`config.mk`:
```
export PLATFORM = sky130hd
export DESIGN_NAME = regf_wb_sched
export DESIGN_NICKNAME = d
export VERILOG_FILES = /design/src/rtl/regf_pkg.sv /design/src/rtl/regf_wb_fifo.sv /design/src/rtl/regf_wb_sched.sv
export SDC_FILE = /design/constraint.sdc
export NUM_CORES = 1
export LEC_CHECK = 0
export ABC_AREA = 0
export CAP_MARGIN = 0
export CELL_PAD_IN_SITES_DETAIL_PLACEMENT = 0
export CELL_PAD_IN_SITES_GLOBAL_PLACEMENT = 2
export CORE_UTILIZATION = 35
export CTS_CLUSTER_DIAMETER = 200
export DETAILED_ROUTE_END_ITERATION = 10
export PLACE_DENSITY_LB_ADDON = 0.1
export SLEW_MARGIN = 20
export SYNTH_ARGS = -nofsm -noshare
export SYNTH_HDL_FRONTEND = slang
export SYNTH_SLANG_ARGS = --single-unit
```
`constraint.sdc`:
```
create_clock -name clk -period 6.1 [get_ports clk]
set_clock_uncertainty 0.15 [all_clocks]
set_input_delay 0.915 -clock clk [delete_from_list [all_inputs] [get_ports clk]]
set_output_delay 0.915 -clock clk [all_outputs]
set_load 0.1 [all_outputs]
```
`src/rtl/regf_pkg.sv`:
```
// Shared register-file definitions: geometry constants, the write-back request
// record, and a one-hot register decode used by hazard tracking.
package regf_pkg;

    localparam int unsigned AW   = 3;
    localparam int unsigned DW   = 8;
    localparam int unsigned NREG = 1 << AW;

    typedef struct packed {
        logic [AW-1:0] addr;
        logic [DW-1:0] data;
    } wb_req_t;

    function automatic logic [NREG-1:0] reg_onehot(input logic [AW-1:0] a);
        return NREG'(1) << a;
    endfunction

endpackage

```
`src/rtl/regf_wb_fifo.sv`:
```
// Two-push / two-pop circular buffer for write-back requests. Exposes the two
// oldest entries, a per-slot valid map and the raw storage so the owner can
// build hazard information without a second copy of the queue.
module regf_wb_fifo
    import regf_pkg::*;
#(
    parameter int unsigned DEPTH = 4
) (
    input  logic                         clk,
    input  logic                         rst_n,
    input  logic                         i_flush,
    input  logic                         i_push0,
    input  logic                         i_push1,
    input  logic [AW+DW-1:0]             i_din0,
    input  logic [AW+DW-1:0]             i_din1,
    input  logic [1:0]                   i_pop,
    output logic [AW+DW-1:0]             o_head,
    output logic [AW+DW-1:0]             o_head1,
    output logic                         o_head_vld,
    output logic                         o_head1_vld,
    output logic [$clog2(DEPTH):0]       o_level,
    output logic [DEPTH-1:0]             o_slot_vld,
    output logic [DEPTH*(AW+DW)-1:0]     o_entries
);

    localparam int unsigned EW = AW + DW;
    localparam int unsigned PW = $clog2(DEPTH);
    localparam int unsigned LW = PW + 1;

    logic [EW-1:0] r_mem [DEPTH];
    logic [PW-1:0] r_wptr;
    logic [PW-1:0] r_rptr;
    logic [LW-1:0] r_level;

    logic [1:0]    w_npush;
    logic [EW-1:0] w_first;
    logic [PW-1:0] w_wptr1;
    logic [PW-1:0] w_rptr1;

    // A lone req1 is compacted into the first free slot.
    assign w_npush = {1'b0, i_push0} + {1'b0, i_push1};
    assign w_first = i_push0 ? i_din0 : i_din1;
    assign w_wptr1 = r_wptr + PW'(1);
    assign w_rptr1 = r_rptr + PW'(1);

    // Storage writes; no reset needed since validity lives in the pointers.
    always_ff @(posedge clk) begin
        if (w_npush != 2'd0) r_mem[r_wptr] <= w_first;
        if (i_push0 && i_push1) r_mem[w_wptr1] <= i_din1;
    end

    // Pointer and occupancy update; flush wins over any pop.
    always_ff @(posedge clk or negedge rst_n) begin
        if (!rst_n) begin
            r_wptr  <= '0;
            r_rptr  <= '0;
            r_level <= '0;
        end else if (i_flush) begin
            r_wptr  <= '0;
            r_rptr  <= '0;
            r_level <= '0;
        end else begin
            r_wptr  <= r_wptr + PW'(w_npush);
            r_rptr  <= r_rptr + PW'(i_pop);
            r_level <= r_level + LW'(w_npush) - LW'(i_pop);
        end
    end

    assign o_head      = r_mem[r_rptr];
    assign o_head1     = r_mem[w_rptr1];
    assign o_head_vld  = (r_level != '0);
    assign o_head1_vld = (r_level >= LW'(2));
    assign o_level     = r_level;

    // Slot is live when its distance from the read pointer is below occupancy.
    for (genvar g = 0; g < DEPTH; g++) begin : g_slot
        logic [PW-1:0] w_off;
        assign w_off                  = PW'(g) - r_rptr;
        assign o_slot_vld[g]          = ({1'b0, w_off} < r_level);
        assign o_entries[g*EW +: EW]  = r_mem[g];
    end

endmodule

```
`src/rtl/regf_wb_sched.sv`:
```
// Write-back scheduler in front of the two-write-port register file. Queues up
// to two requests per cycle, issues the two oldest per cycle unless they hit
// the same register, and publishes a pending-write bitmap for RAW stalls.
// Build option: define WB_COALESCE_EN to merge a same-address head pair into
// a single write of the younger data.
module regf_wb_sched
    import regf_pkg::*;
#(
    parameter int unsigned DEPTH = 4
) (
    input  logic                   clk,
    input  logic                   rst_n,
    input  logic                   flush,
    input  logic                   req0_valid,
    input  logic [AW-1:0]          req0_addr,
    input  logic [DW-1:0]          req0_data,
    output logic                   req0_ready,
    input  logic                   req1_valid,
    input  logic [AW-1:0]          req1_addr,
    input  logic [DW-1:0]          req1_data,
    output logic                   req1_ready,
    output logic                   wr0,
    output logic [AW-1:0]          addr0,
    output logic [DW-1:0]          din0,
    output logic                   wr1,
    output logic [AW-1:0]          addr1,
    output logic [DW-1:0]          din1,
    output logic [NREG-1:0]        pending,
    output logic [$clog2(DEPTH):0] level
);

    localparam int unsigned EW = AW + DW;
    localparam int unsigned LW = $clog2(DEPTH) + 1;

    wb_req_t              w_head;
    wb_req_t              w_head1;
    logic                 w_head_vld;
    logic                 w_head1_vld;
    logic [LW-1:0]        w_level;
    logic [DEPTH-1:0]     w_slot_vld;
    logic [DEPTH*EW-1:0]  w_entries;
    logic                 w_push0;
    logic                 w_push1;
    logic [1:0]           w_pop;
    logic                 w_same;

    logic                 r_wr0, r_wr1;
    logic [AW-1:0]        r_addr0, r_addr1;
    logic [DW-1:0]        r_din0, r_din1;
    logic                 w_wr0_nxt, w_wr1_nxt;
    logic [AW-1:0]        w_addr0_nxt, w_addr1_nxt;
    logic [DW-1:0]        w_din0_nxt, w_din1_nxt;
    logic [NREG-1:0]      w_pending;

    // Credit is taken from registered occupancy only; same-cycle pops don't count.
    assign req0_ready = !flush && (w_level < LW'(DEPTH));
    assign req1_ready = !flush && (w_level < LW'(DEPTH - 1));
    assign w_push0    = req0_valid && req0_ready;
    assign w_push1    = req1_valid && req1_ready;
    assign w_same     = (w_head.addr == w_head1.addr);

    regf_wb_fifo #(
        .DEPTH (DEPTH)
    ) u_fifo (
        .clk         (clk),
        .rst_n       (rst_n),
        .i_flush     (flush),
        .i_push0     (w_push0),
        .i_push1     (w_push1),
        .i_din0      ({req0_addr, req0_data}),
        .i_din1      ({req1_addr, req1_data}),
        .i_pop       (w_pop),
        .o_head      (w_head),
        .o_head1     (w_head1),
        .o_head_vld  (w_head_vld),
        .o_head1_vld (w_head1_vld),
        .o_level     (w_level),
        .o_slot_vld  (w_slot_vld),
        .o_entries   (w_entries)
    );

    // Issue selection: head on port 0, head+1 on port 1 when addresses differ.
    always_comb begin
        w_wr0_nxt   = 1'b0;
        w_wr1_nxt   = 1'b0;
        w_addr0_nxt = r_addr0;
        w_din0_nxt  = r_din0;
        w_addr1_nxt = r_addr1;
        w_din1_nxt  = r_din1;
        w_pop       = 2'd0;
        if (w_head_vld) begin
            w_wr0_nxt   = 1'b1;
            w_addr0_nxt = w_head.addr;
            w_din0_nxt  = w_head.data;
            w_pop       = 2'd1;
            if (w_head1_vld) begin
`ifdef WB_COALESCE_EN
                if (w_same) begin
                    // Older write is dead; only the younger data reaches the file.
                    w_addr0_nxt = w_head1.addr;
                    w_din0_nxt  = w_head1.data;
                    w_pop       = 2'd2;
                end else begin
                    w_wr1_nxt   = 1'b1;
                    w_addr1_nxt = w_head1.addr;
                    w_din1_nxt  = w_head1.data;
                    w_pop       = 2'd2;
                end
`else
                // Same address stays queued so the older write lands first.
                if (!w_same) begin
                    w_wr1_nxt   = 1'b1;
                    w_addr1_nxt = w_head1.addr;
                    w_din1_nxt  = w_head1.data;
                    w_pop       = 2'd2;
                end
`endif
            end
        end
    end

    // Registered write ports; flush kills the enables but keeps address/data.
    always_ff @(posedge clk or negedge rst_n) begin
        if (!rst_n) begin
            r_wr0   <= 1'b0;
            r_wr1   <= 1'b0;
            r_addr0 <= '0;
            r_addr1 <= '0;
            r_din0  <= '0;
            r_din1  <= '0;
        end else if (flush) begin
            r_wr0   <= 1'b0;
            r_wr1   <= 1'b0;
        end else begin
            r_wr0   <= w_wr0_nxt;
            r_wr1   <= w_wr1_nxt;
            r_addr0 <= w_addr0_nxt;
            r_addr1 <= w_addr1_nxt;
            r_din0  <= w_din0_nxt;
            r_din1  <= w_din1_nxt;
        end
    end

    // Pending bitmap: every queued destination plus writes currently issuing.
    always_comb begin
        w_pending = '0;
        for (int unsigned i = 0; i < DEPTH; i++) begin
            if (w_slot_vld[i]) begin
                w_pending = w_pending | reg_onehot(w_entries[i*EW + DW +: AW]);
            end
        end
        if (r_wr0) w_pending = w_pending | reg_onehot(r_addr0);
        if (r_wr1) w_pending = w_pending | reg_onehot(r_addr1);
    end

    assign wr0     = r_wr0;
    assign wr1     = r_wr1;
    assign addr0   = r_addr0;
    assign addr1   = r_addr1;
    assign din0    = r_din0;
    assign din1    = r_din1;
    assign pending = w_pending;
    assign level   = w_level;

endmodule

```
# Word-level counts from Yosys, hierarchy flattened
# Memories as Yosys holds them, arrays and structs flattened.
# Cells that the tools add are included.
[op_classes]
add_sub_neg = 11
order_cmp = 7
eq_ne = 1
shift = 6
muxes = 23
bitwise_logic = 7
n_reduce_logical = 10
[op_table]
columns = ["op", "count"]
rows = [
  ["8-bit two-way mux", 6],
  ["1-bit by 3-bit << shifter with 8-bit output (first input constant)", 6],
  ["8-bit bitwise OR", 5],
  ["2-bit by 3-bit < comparator with 1-bit output", 4],
  ["11-bit two-way mux", 1],
  ["1-bit two-way mux", 10],
  ["2-bit two-way mux", 5],
  ["1-bit logical AND", 5],
  ["2-bit by 1-bit adder with 2-bit output (second input constant)", 2],
  ["2-bit adder", 2],
  ["4-bit AND reduction", 1],
  ["1-bit by 2-bit subtractor with 2-bit output (first input constant)", 2],
  ["2-bit subtractor (first input constant)", 2],
  ["3-bit by 2-bit adder with 3-bit output", 1],
  ["3-bit == test", 1],
  ["3-bit by 2-bit >= comparator with 1-bit output (second input constant)", 1],
  ["3-bit by 2-bit < comparator with 1-bit output (second input constant)", 1],
  ["3-bit < comparator (second input constant)", 1],
  ["3-bit two-way mux", 1],
  ["3-bit nonzero test", 1],
  ["3-bit by 2-bit subtractor with 3-bit output", 1],
  ["1-bit by 1-bit adder with 2-bit output", 1],
  ["1-bit NOT", 2],
  ["2-bit AND reduction", 1],
  ["other kinds (2)", 2],
]
[totals]
register_bits = 31
ram_bits = 44
input_bits = 27
elab_cells = 75
n_memories = 1
[memory_table]
columns = ["memory", "depth", "word_bits", "rd", "rd_clocked_by_memory_dff", "wr", "line", "rtl"]
rows = [
  ["u_fifo.r_mem", 4, 11, 6, 0, 2, "regf_wb_fifo.sv:30", "logic [EW-1:0] r_mem [DEPTH];"],
]

# Depth between registers and ports, before layout
# Gate-level depths: netlist of run 1.
[logic_depth]
ltp_word = 13
depth_mapped = 15
mapped_depth_nobuf = 13

# Modules after synthesis
# A second synthesis of run 1 with hierarchy kept.
[hier_totals]
cells_unflattened = 342
area_unflattened_um2 = 4513.1
[by_module_without_submodules]
columns = ["mod", "instances", "cells_per_inst", "area_each_um2", "seq_area_each_um2"]
rows = [
  ["regf_wb_fifo", 1, 211, 3070.4, 1496.4],
  ["regf_wb_sched", 1, 131, 1442.6, 600.6],
]

# Least setup slack after synthesis of run 1
# OpenSTA, ideal clock, no wires.
[synth_timing]
path_type = "register to output"
from = "reg u_fifo.r_level[1], in the netlist u_fifo.o_level[1]"
to = "out pending[5]"
arrival_ns = 5.342
path_slack_ns = -0.307
path_stages_with_launch = 6
path_buffers = 0
cell_sequence = "dfrtp_1 -> inv_1 -> ha_1 -> a21oi_1 -> o21ai_0 -> o311ai_0"
[synth_via]
elab_chain_cells = 12
word_cells_on_any_way = 15
classes_between = "order compare (4); mux (6); bitwise (5)"
[synth_rtl]
columns = ["item", "line", "rtl"]
rows = [
  ["start: declaration", "regf_wb_fifo.sv:33", "logic [LW-1:0] r_level;"],
  ["start signal: assignment", "regf_wb_fifo.sv:65", "r_level <= r_level + LW'(w_npush) - LW'(i_pop);"],
  ["2-bit by 3-bit < comparator with 1-bit output", "regf_wb_fifo.sv:79", "assign o_slot_vld[g] = ({1'b0, w_off} < r_level);"],
  ["8-bit two-way mux", "regf_wb_sched.sv:148", "if (w_slot_vld[i]) begin"],
  ["8-bit bitwise OR", "regf_wb_sched.sv:149", "w_pending = w_pending | reg_onehot(w_entries[i*EW + DW +: AW]);"],
  ["8-bit two-way mux", "regf_wb_sched.sv:148", ""],
  ["8-bit bitwise OR", "regf_wb_sched.sv:149", ""],
  ["8-bit two-way mux", "regf_wb_sched.sv:148", ""],
  ["8-bit bitwise OR", "regf_wb_sched.sv:149", ""],
  ["8-bit two-way mux (*)", "regf_wb_sched.sv:148", ""],
  ["8-bit bitwise OR", "regf_wb_sched.sv:152", "if (r_wr0) w_pending = w_pending | reg_onehot(r_addr0);"],
  ["8-bit two-way mux (*)", "regf_wb_sched.sv:152", ""],
  ["8-bit bitwise OR", "regf_wb_sched.sv:153", "if (r_wr1) w_pending = w_pending | reg_onehot(r_addr1);"],
  ["8-bit two-way mux (*)", "regf_wb_sched.sv:153", ""],
  ["end: declaration", "regf_wb_sched.sv:28", "output logic [NREG-1:0] pending,"],
]
# Mark *: on every way between the ends. The rest lies on a longest branch, timed or not.

# Worst setup path in the final report of run 1
[layout_timing]
from = "reg u_fifo.r_rptr[1]"
to = "out pending[1]"
[layout_via]
elab_chain_cells = 13
word_cells_on_any_way = 19
classes_between = "add/sub (4); order compare (4); mux (6); bitwise (5)"
[layout_rtl]
columns = ["item", "line", "rtl"]
rows = [
  ["start: declaration", "regf_wb_fifo.sv:32", "logic [PW-1:0] r_rptr;"],
  ["start signal: assignment", "regf_wb_fifo.sv:64", "r_rptr <= r_rptr + PW'(i_pop);"],
  ["1-bit by 2-bit subtractor with 2-bit output", "regf_wb_fifo.sv:78", "assign w_off = PW'(g) - r_rptr;"],
  ["2-bit by 3-bit < comparator with 1-bit output", "regf_wb_fifo.sv:79", ""],
  ["8-bit two-way mux", "regf_wb_sched.sv:148", ""],
  ["8-bit bitwise OR", "regf_wb_sched.sv:149", ""],
  ["8-bit two-way mux", "regf_wb_sched.sv:148", ""],
  ["8-bit bitwise OR", "regf_wb_sched.sv:149", ""],
  ["8-bit two-way mux", "regf_wb_sched.sv:148", ""],
  ["8-bit bitwise OR", "regf_wb_sched.sv:149", ""],
  ["8-bit two-way mux (*)", "regf_wb_sched.sv:148", ""],
  ["8-bit bitwise OR", "regf_wb_sched.sv:152", ""],
  ["8-bit two-way mux (*)", "regf_wb_sched.sv:152", ""],
  ["8-bit bitwise OR", "regf_wb_sched.sv:153", ""],
  ["8-bit two-way mux (*)", "regf_wb_sched.sv:153", ""],
]
# Marked as above.

==> metrics, run 1 <==
Synth Flop Type=edfxtp_1; Crit Path Class=register to primary output; worst-path cell chain=buf_4, or2b_1, nand2_1, ha_1, a21oi_1, o21bai_1, nor3_1, or4_1, clkdlybuf4s50_1; Sink Count=75; Tcrit/Tclk final=0.836; Placer Congestion=between 0.7 and 0.8; CP max FO=22; final worst slack=~1.0 ns; die area=roughly 14,000 um^2; Worst-Margin Slew=about 1.1 ns; Cell Area, Synth=approximately 4800 um^2; largest net degree at the start of global routing=32; WHS=around 0.36 ns; starting density of the core=0.360; Avg Inst Size Synth=approximately 13 um^2; Setup TNS=0 ns; Initial DRC Count=179; most common cell after layout, fill and taps aside=clkdlybuf4s50_1; Die Width=approximately 120 um; Yosys reg bits=75; DP HPWL=between 7000 and 8000 um; fin cells=around 600; Hold WC Path Type=register to register; Row Count=42; Rel. slew slack=0.287; slowest stage delay, CP=approximately 0.98 ns; WL final=11,100 um; Setup Viol. Count Final=0; Mapped Cells=359; Distinct cells, synth=64; slowest CP cell=clkdlybuf4s50_1; DRT Pass-1 Iters=4; ANT cells=0; WP data arrival=approximately 4 ns; status=finished clean; clk root buf=clkbuf_16; Max Slew Vio Count=0; Longest Clk Path Bufs=2; post-DR vias/cell=5.24; Overflow after GRT=0; vias in the first global route=roughly 3,200; RSZ-0062 raised after global routing=no; # Max-Cap Violations=0; CTS tree=built; Residual DRC=0; asr flop ratio synth=0.413; initial antenna violation count=0; Routed WL per cell=between 15 and 20 um; # IOs=64; Mapped Nets=a little under 400; nets@finish=456; DR vias=about 3,100; post-route ant nets=0; number of synthesized flops with an enable pin=44; minimum clock period=between 5 and 6 ns; cts repair resizes=0; layout cells sized above 1=0.289; CP top delay family=buffers and inverters; number of synthesis warnings=0; CP startpoint kind=register; post-placement setup slack=roughly 1.3 ns; Core Footprint=approximately 13,000 um^2; clk slew on worst S/H paths=about 0.060 ns; Num CTS Buffers=9; CTS Hold Bufs=0; Fin. Hold Viols=0; Seq/Total Area, Yosys=0.440; Layout area overhead=21.2%; Buf/Inv on CP=2; most frequent cells in the layout=clkdlybuf4s50_1 (58), mux2_2 (57), edfxtp_1 (44); fmax=roughly 200 MHz; CP endpoint kind=primary output; global-route wire length before repair=between 15,000 and 20,000 um; dpl cells=~580; die height=roughly 120 um; postcts setup bufs=0; IO buf count=63; H-tree depth=3; Worst-Skew Late Latency=roughly 0.34 ns; CP required=5.03 ns; gr usage total=0.170
final cells by class:
| type | count | area, um^2 |
|---|---|---|
| Fill cell | 1269 | 7470 |
| Clock buffer | 9 | 225 |
| Inverter | 16 | 60.1 |
| Clock inverter | 7 | 76.3 |
| Tap cell | 176 | 220 |
| Sequential cell | 75 | 2100 |
| Timing Repair Buffer | 70 | 671 |
| Multi-Input combinational cell | 245 | 2420 |
worst reg2reg max path, stage by stage, from the launching register on:
cell and delay [ns]:
dfrtp_1 0.69, buf_4 0.45, mux2i_1 0.27, xnor2_1 0.10, mux2i_2 0.37, nand3_1 0.13, o21ai_0 0.30, ha_1 0.30
inv_1 0.06, ha_1 0.13, inv_1 0.05, fa_1 0.37, xnor2_1 0.18, xnor2_1 0.14, nor2_1 0.05
cells by family (layout without fill, tap and decap cells):
| family | after synthesis | after routing | share of synthesized area |
|---|---|---|---|
| simple gates | 81 | 81 | 0.0975 |
| fa+ha+maj | 12 | 12 | 0.0347 |
| buf+inv | 39 | 102 | 0.0512 |
| flops | 75 | 75 | 0.440 |
| compound gates | 50 | 50 | 0.0762 |
| mux | 91 | 91 | 0.280 |
| xor+xnor | 11 | 11 | 0.0202 |
sequential cells by signal (all words and copies together) (netlist names):
signal	flops
u_fifo.r_mem	44
din0	8
din1	8
addr0	3
addr1	3
u_fifo.o_level	3
u_fifo.r_rptr	2
u_fifo.r_wptr	2
wr0	1
wr1	1
stage by stage:
step           utilization  cell area [um^2]
5_1_grt              0.436              5770
2_1_floorplan            -              4760
4_1_cts              0.436              5770
3_3_place_gp         0.413              5470
6_report             0.436              5770
3_5_place_dp         0.413              5470
synth_stat cells (3+ instances only):
cell type,number,share of area
mux4_2,12,0.057
nor2b_1,5,0.0066
ha_1,10,0.026
a31oi_1,4,0.0053
buf_6,5,0.012
a21oi_1,7,0.0074
xnor2_1,6,0.011
nor2_1,11,0.0087
o311ai_0,4,0.0074
buf_4,3,0.0047
buf_2,7,0.0074
nor3_1,5,0.0053
o22ai_1,4,0.0053
xor2_1,5,0.0092
nand3_1,7,0.0074
inv_1,16,0.013
mux2_4,9,0.028
nor3b_1,3,0.0047
o21bai_1,4,0.0063
dfrtp_1,31,0.16
edfxtp_1,44,0.28
nand2b_1,7,0.0092
nand3b_1,7,0.011
mux4_4,8,0.042
nand2_1,15,0.012
clkbuf_1,3,0.0024
o21ai_0,10,0.011
nand4_1,3,0.0039
mux2_2,57,0.13
worst paths after layout:
kind | start | endpoint | slack (ns) | depth (start not counted)
max in group asynchronous | rst_n | din0[2] | 4.63 | 2
setup reg to reg | u_fifo.r_rptr[0] | u_fifo.o_level[2] | 2.24 | 14
hold reg to reg | din0[6] | din0[6] | 0.36 | 1
setup / recovery | u_fifo.r_rptr[1] | pending[1] | 1.0 | 9
hold / removal | din0[6] | din0[6] | 0.36 | 1
min in group asynchronous | rst_n | addr0[1] | 0.84 | 2
per-layer routing:
metal,vias to the layer above,part of all wire,global-route usage
met1,1563,0.48,0.227
met4,0,0.011,0.0459
met3,7,0.035,0.0430
met5,-,0,0
li1,1495,-,-
met2,70,0.48,0.274
Power of run 1 is left out: the tool's default activity adds up to more than one toggle a clock period on the data nets, which glitch-free logic cannot reach.
==> run 2: changes to the inputs <==
==> constraint.sdc (replaced) <==
create_clock -name clk -period 4.7 [get_ports clk]
set_clock_uncertainty 0.15 [all_clocks]
set_input_delay 0.705 -clock clk [delete_from_list [all_inputs] [get_ports clk]]
set_output_delay 0.705 -clock clk [all_outputs]
set_load 0.1 [all_outputs]
==> run 2 against run 1 <==
Against the previous run:
- setup slack lost 0.16 ns
- register-to-register slack lost 1.1 ns
- cell count grew 0.33%
- core utilization grew 0.44 points
- critical endpoint is now pending[2]
- largest cell class unchanged
==> metrics, run 2 (synthesis gave the netlist of run 1 again) <==
Hold WC Path Type=register to register; post-route ant nets=0 (unchanged); Initial DRC Count=136 (-24%); most frequent cells in the layout=mux2_2 (57), clkdlybuf4s50_1 (53), edfxtp_1 (44); Worst-Skew Late Latency=0.34 ns (about the same); minimum clock period=roughly 3.9 ns; vias in the first global route=3,218 (+1.4%); highest metal used=met4; Fin. Hold Viols=0 (unchanged); post-placement setup slack=1.03 ns (-0.318 ns); layout cells sized above 1=0.311 (+0.0222); starting density of the core=0.360 (unchanged); CP startpoint kind=register; largest net degree at the start of global routing=35 (+9.4%); ANT cells=0 (unchanged); Sink Count=75 (unchanged); CP max FO=34 (+55%); CTS tree=built; clk root buf=clkbuf_16; IO buf count=63 (unchanged); DP HPWL=7840 um (+0.34%); Residual DRC=0 (unchanged); CTS Hold Bufs=0 (unchanged); Routed WL per cell=18.8 um (+1.0%); Overflow after GRT=0 (unchanged); WL final=11,300 um (+1.4%); Setup Viol. Count Final=0 (unchanged); Die Width=119 um (unchanged); postcts setup bufs=0 (unchanged); dpl cells=584 (+0.34%); Reg area=2100 um^2 (unchanged); CP required=3.85 ns (-1.18 ns); final worst slack=0.841 ns (-0.159 ns); clk slew on worst S/H paths=0.06 ns (about the same); Worst-Margin Slew=1.05 ns (-0.0238 ns); gr usage total=0.171 (+0.000382); die height=119 um (unchanged); DR vias=3,181 (+1.5%); Layout area overhead=22.4%; Max Slew Vio Count=0 (unchanged); die area=14,100 um^2 (unchanged); # IOs=64 (unchanged); Top reg by flops=u_fifo.r_mem; FF-to-FF path depth=14 (unchanged); RSZ-0062 raised after global routing=no; most common cell after layout, fill and taps aside=mux2_2; cts repair resizes=0 (unchanged); Core Footprint=13,200 um^2 (unchanged); met3 WL=411 um (+5.4%); # Max-Cap Violations=0 (unchanged); Setup TNS=0 ns (unchanged); nets@finish=458 (+0.44%); fin cells=600 (+0.33%); number of fill cells=1,287 (+1.4%); Largest register FFs=44 (unchanged); Rel. slew slack=0.302 (+0.0159); Num CTS Buffers=9 (unchanged); Longest Clk Path Bufs=2 (unchanged); Crit Path Class=register to primary output; H-tree depth=3 (unchanged); WL met2=5660 um (+6.3%); Row Count=42 (unchanged); post-DR vias/cell=5.30 (+1.1%); DRT Pass-1 Iters=4 (unchanged); status=finished clean; Tcrit/Tclk final=0.821; initial antenna violation count=0 (unchanged); multi-input combinational cell area=2440 um^2 (+0.93%); WHS=0.351 ns (-0.00429 ns); WP data arrival=3.00 ns (-1.04 ns); global-route wire length before repair=18,000 um (+0.77%); CP endpoint kind=primary output; Placer Congestion=0.758 (-4.2%); fmax=259 MHz; Met1 Wirelength=5130 um (-3.5%); Worst Hold Depth=1 (unchanged)
## run 2: cell types whose count changed in the layout (fill, tap and decap cells not counted), moves of 2 or more
cell,change
clkdlybuf4s50_1,-5
buf_4,+2
clkinv_2,+2
inv_6,-2
buf_12,+5
## run 2: per-stage QoR
step | cell area (um^2) | utilization
2_1_floorplan | 4780 | -
3_3_place_gp | 5560 | 0.420
4_1_cts | 5830 | 0.440
3_5_place_dp | 5560 | 0.420
6_report | 5830 | 0.440
5_1_grt | 5830 | 0.440
## run 2: worst max-delay path, stage by stage, from the launching register on
cell and delay, ns:
dfrtp_1 0.35, buf_4 0.42, inv_1 0.09, ha_1 0.30
a21boi_0 0.20, o21bai_1 0.14, nor2b_1 0.20, and3_1 0.19
or4_1 0.57, buf_12 0.20
## run 2: area by class of cell
type	count	area share
well taps	176	0.0378
clock buffers	11	0.0416
repair buffers	72	0.126
multi-input cells	245	0.419
clock inverters	5	0.00515
flip-flops and latches	75	0.360
inverters	16	0.0103
## run 2: final timing paths
| check | from | end | slack (ns) |
|---|---|---|---|
| min in group asynchronous | rst_n | din1[4] | 0.65 |
| worst max-delay path | u_fifo.r_rptr[1] | pending[2] | 0.84 |
| worst max register to register | u_fifo.r_rptr[0] | u_fifo.o_level[2] | 1.17 |
| worst min-delay path | din0[4] | din0[4] | 0.35 |
| worst min register to register | din0[4] | din0[4] | 0.35 |
| max in group asynchronous | rst_n | addr0[0] | 3.43 |
## run 2: per-layer routing
layer  track usage  vias to the layer above
li1              -                     1491
met5             0                        -
met3        0.0343                        8
met2         0.290                       67
met1         0.217                     1615
met4        0.0554                        0
Power of run 2 is left out for the same reason.
==> run 3: changes to the inputs <==
==> constraint.sdc (replaced) <==
create_clock -name clk -period 3.7 [get_ports clk]
set_clock_uncertainty 0.15 [all_clocks]
set_input_delay 0.555 -clock clk [delete_from_list [all_inputs] [get_ports clk]]
set_output_delay 0.555 -clock clk [all_outputs]
set_load 0.1 [all_outputs]
==> run 3 against run 2 <==
Against the previous run:
- first-iteration DRC count up 47%
- design area up 3.6%
- non-clock buffer count up 11
- register-to-register slack worse by 0.71 ns
- sequential cell count unchanged
- global-route usage up 0.77 points
- via count up 2.5%
- setup slack worse by 0.66 ns
- die area unchanged
- worst hold slack better by 0.0015 ns
- sequential share of layout area down 1.1 points
- critical path type unchanged
==> metrics, run 3 (synthesis gave the netlist of run 1 again) <==
Die Width=119 um (unchanged); Max Slew Vio Count=0 (unchanged); clk slew on worst S/H paths=0.06 ns (about the same); CP max FO=15 (-56%); ANT cells=0 (unchanged); Num CTS Buffers=9 (unchanged); WL final=11,800 um (+4.6%); DR vias=3,259 (+2.5%); Residual DRC=0 (unchanged); worst-path cell chain=or2b_1, nand2_1, inv_1, ha_1, a21oi_1, o21bai_1, o21ai_0, or4_1, buf_12; starting density of the core=0.360 (unchanged); Worst Hold Depth=1 (unchanged); Area after DPL=5730 um^2 (+3.1%); number of fill cells=1,235 (-4.0%); Largest register FFs=44 (unchanged); most common cell after layout, fill and taps aside=mux2_2; R2R setup slack=0.46 ns (-0.71 ns); startpoint of the worst hold path=din0[3]; most frequent cells in the layout=mux2_2 (57), clkdlybuf4s50_1 (53), edfxtp_1 (44); Setup TNS=0 ns (unchanged); post-layout util=0.456 (+0.0159); IO buf count=63 (unchanged); initial antenna violation count=0 (unchanged); nets@finish=469 (+2.4%); die height=119 um (unchanged); status=finished clean; CP required=2.99 ns (-0.86 ns); fmax=between 200 and 300 MHz; Fin. Hold Viols=0 (unchanged); Layout area overhead=26.8%; post-DR vias/cell=5.33 (+0.61%); Sink Count=75 (unchanged); H-tree depth=3 (unchanged); Longest Clk Path Bufs=2 (unchanged); # Max-Cap Violations=0 (unchanged); Routed WL per cell=19.4 um (+2.7%); Buf/Inv on CP=2 (-1); gr usage total=0.178 (+0.00771); post-route ant nets=0 (unchanged); global-route wire length before repair=18,700 um (+3.9%); minimum clock period=3.52 ns; Top reg by flops=u_fifo.r_mem; CP startpoint kind=register; Rel. slew slack=0.349 (+0.0465); Core Footprint=13,200 um^2 (unchanged); r2r endpoint=u_fifo.o_level[2]; clk root buf=clkbuf_16; layout cells sized above 1=0.354 (+0.0427); FF-to-FF path depth=13 (-1); CTS tree=built; Worst-Margin Slew=0.974 ns (-0.0728 ns); WHS Endpoint=din0[3]; Initial DRC Count=200 (+47%); CTS Hold Bufs=0 (unchanged); slowest CP cell=or4_1; Tcrit/Tclk final=0.952; largest net degree at the start of global routing=25 (-29%); Worst-Skew Late Latency=0.34 ns (about the same); CP endpoint kind=primary output; CP top delay family=simple AND/OR/NAND/NOR gates; RSZ-0062 raised after global routing=no; die area=14,100 um^2 (unchanged); Placer Congestion=0.834 (+10%); Crit Path Class=register to primary output; Row Count=42 (unchanged); DRT Pass-1 Iters=5 (+1); post-route cell area=6040 um^2 (+3.6%); DP HPWL=8420 um (+7.3%); slowest stage delay, CP=0.61 ns (+0.04 ns); vias in the first global route=3,340 (+3.8%); # IOs=64 (unchanged); Setup Viol. Count Final=0 (unchanged); Hold WC Path Type=register to register; WP data arrival=2.82 ns (-0.18 ns); reg2reg start=u_fifo.r_mem[1][9]; Overflow after GRT=0 (unchanged)
==> run 3: timing repair <==
item | in CTS | in global routing
buffers inserted | 0 | 0
endpoints found under the setup margin | 1 | 4
gates resized for setup | 1 | 2
pin swaps | 0 | 0
hold endpoints to repair | 0 | 0
==> run 3: layer usage <==
metal,vias up,part of all wire,GRT usage,wire length (um)
met1,1634,0.42,0.227,4980
met5,-,0,0,0
met4,0,0.018,0.0728,208
met2,92,0.51,0.296,6010
met3,13,0.053,0.0357,628
li1,1520,-,-,-
==> run 3: layout make-up <==
cell class / instances / area (um^2) / share of cell area
inverters: 16 / 60.1 / 0.00994
multi-input cells: 245 / 2500 / 0.413
flip-flops and latches: 75 / 2110 / 0.349
clock buffers: 11 / 243 / 0.0402
clock inverters: 5 / 60.1 / 0.00994
well taps: 176 / 220 / 0.0365
repair buffers: 83 / 856 / 0.142
==> run 3: worst register-to-register path: stages, from the launching register on <==
cell and delay, ns:
edfxtp_1 0.58, inv_1 0.15, o311ai_0 0.34, a21o_1 0.29
nand3_1 0.09, o21ai_0 0.25, ha_1 0.28, inv_1 0.06
ha_1 0.13, inv_1 0.05, fa_1 0.38, xnor2_1 0.17
xnor2_1 0.13, nor2_1 0.06
==> run 3: worst max-delay path by stage <==
stage	end	slack, ns	depth (start not counted)	startpoint
4_1_cts	pending[1]	0.06	9	u_fifo.r_rptr[1]
3_3_place_gp	u_fifo.o_level[2]	0.29	10	flush
6_report	pending[1]	0.18	9	u_fifo.r_rptr[1]
3_5_place_dp	u_fifo.o_level[2]	0.24	10	flush
2_1_floorplan	u_fifo.o_level[2]	-0.06	10	u_fifo.o_level[2]
5_1_grt	pending[1]	0.01	9	u_fifo.r_rptr[1]
==> run 3: metrics by stage <==
stage	cells	hold WS, ns	setup slack (ns)
floorplan	359	0.109	-0.0641
global placement	595	0.338	0.287
detailed placement	595	0.343	0.240
CTS	611	0.357	0.0559
global route	611	0.371	0.0150
finish	611	0.353	0.177
Power of run 3 is left out for the same reason.
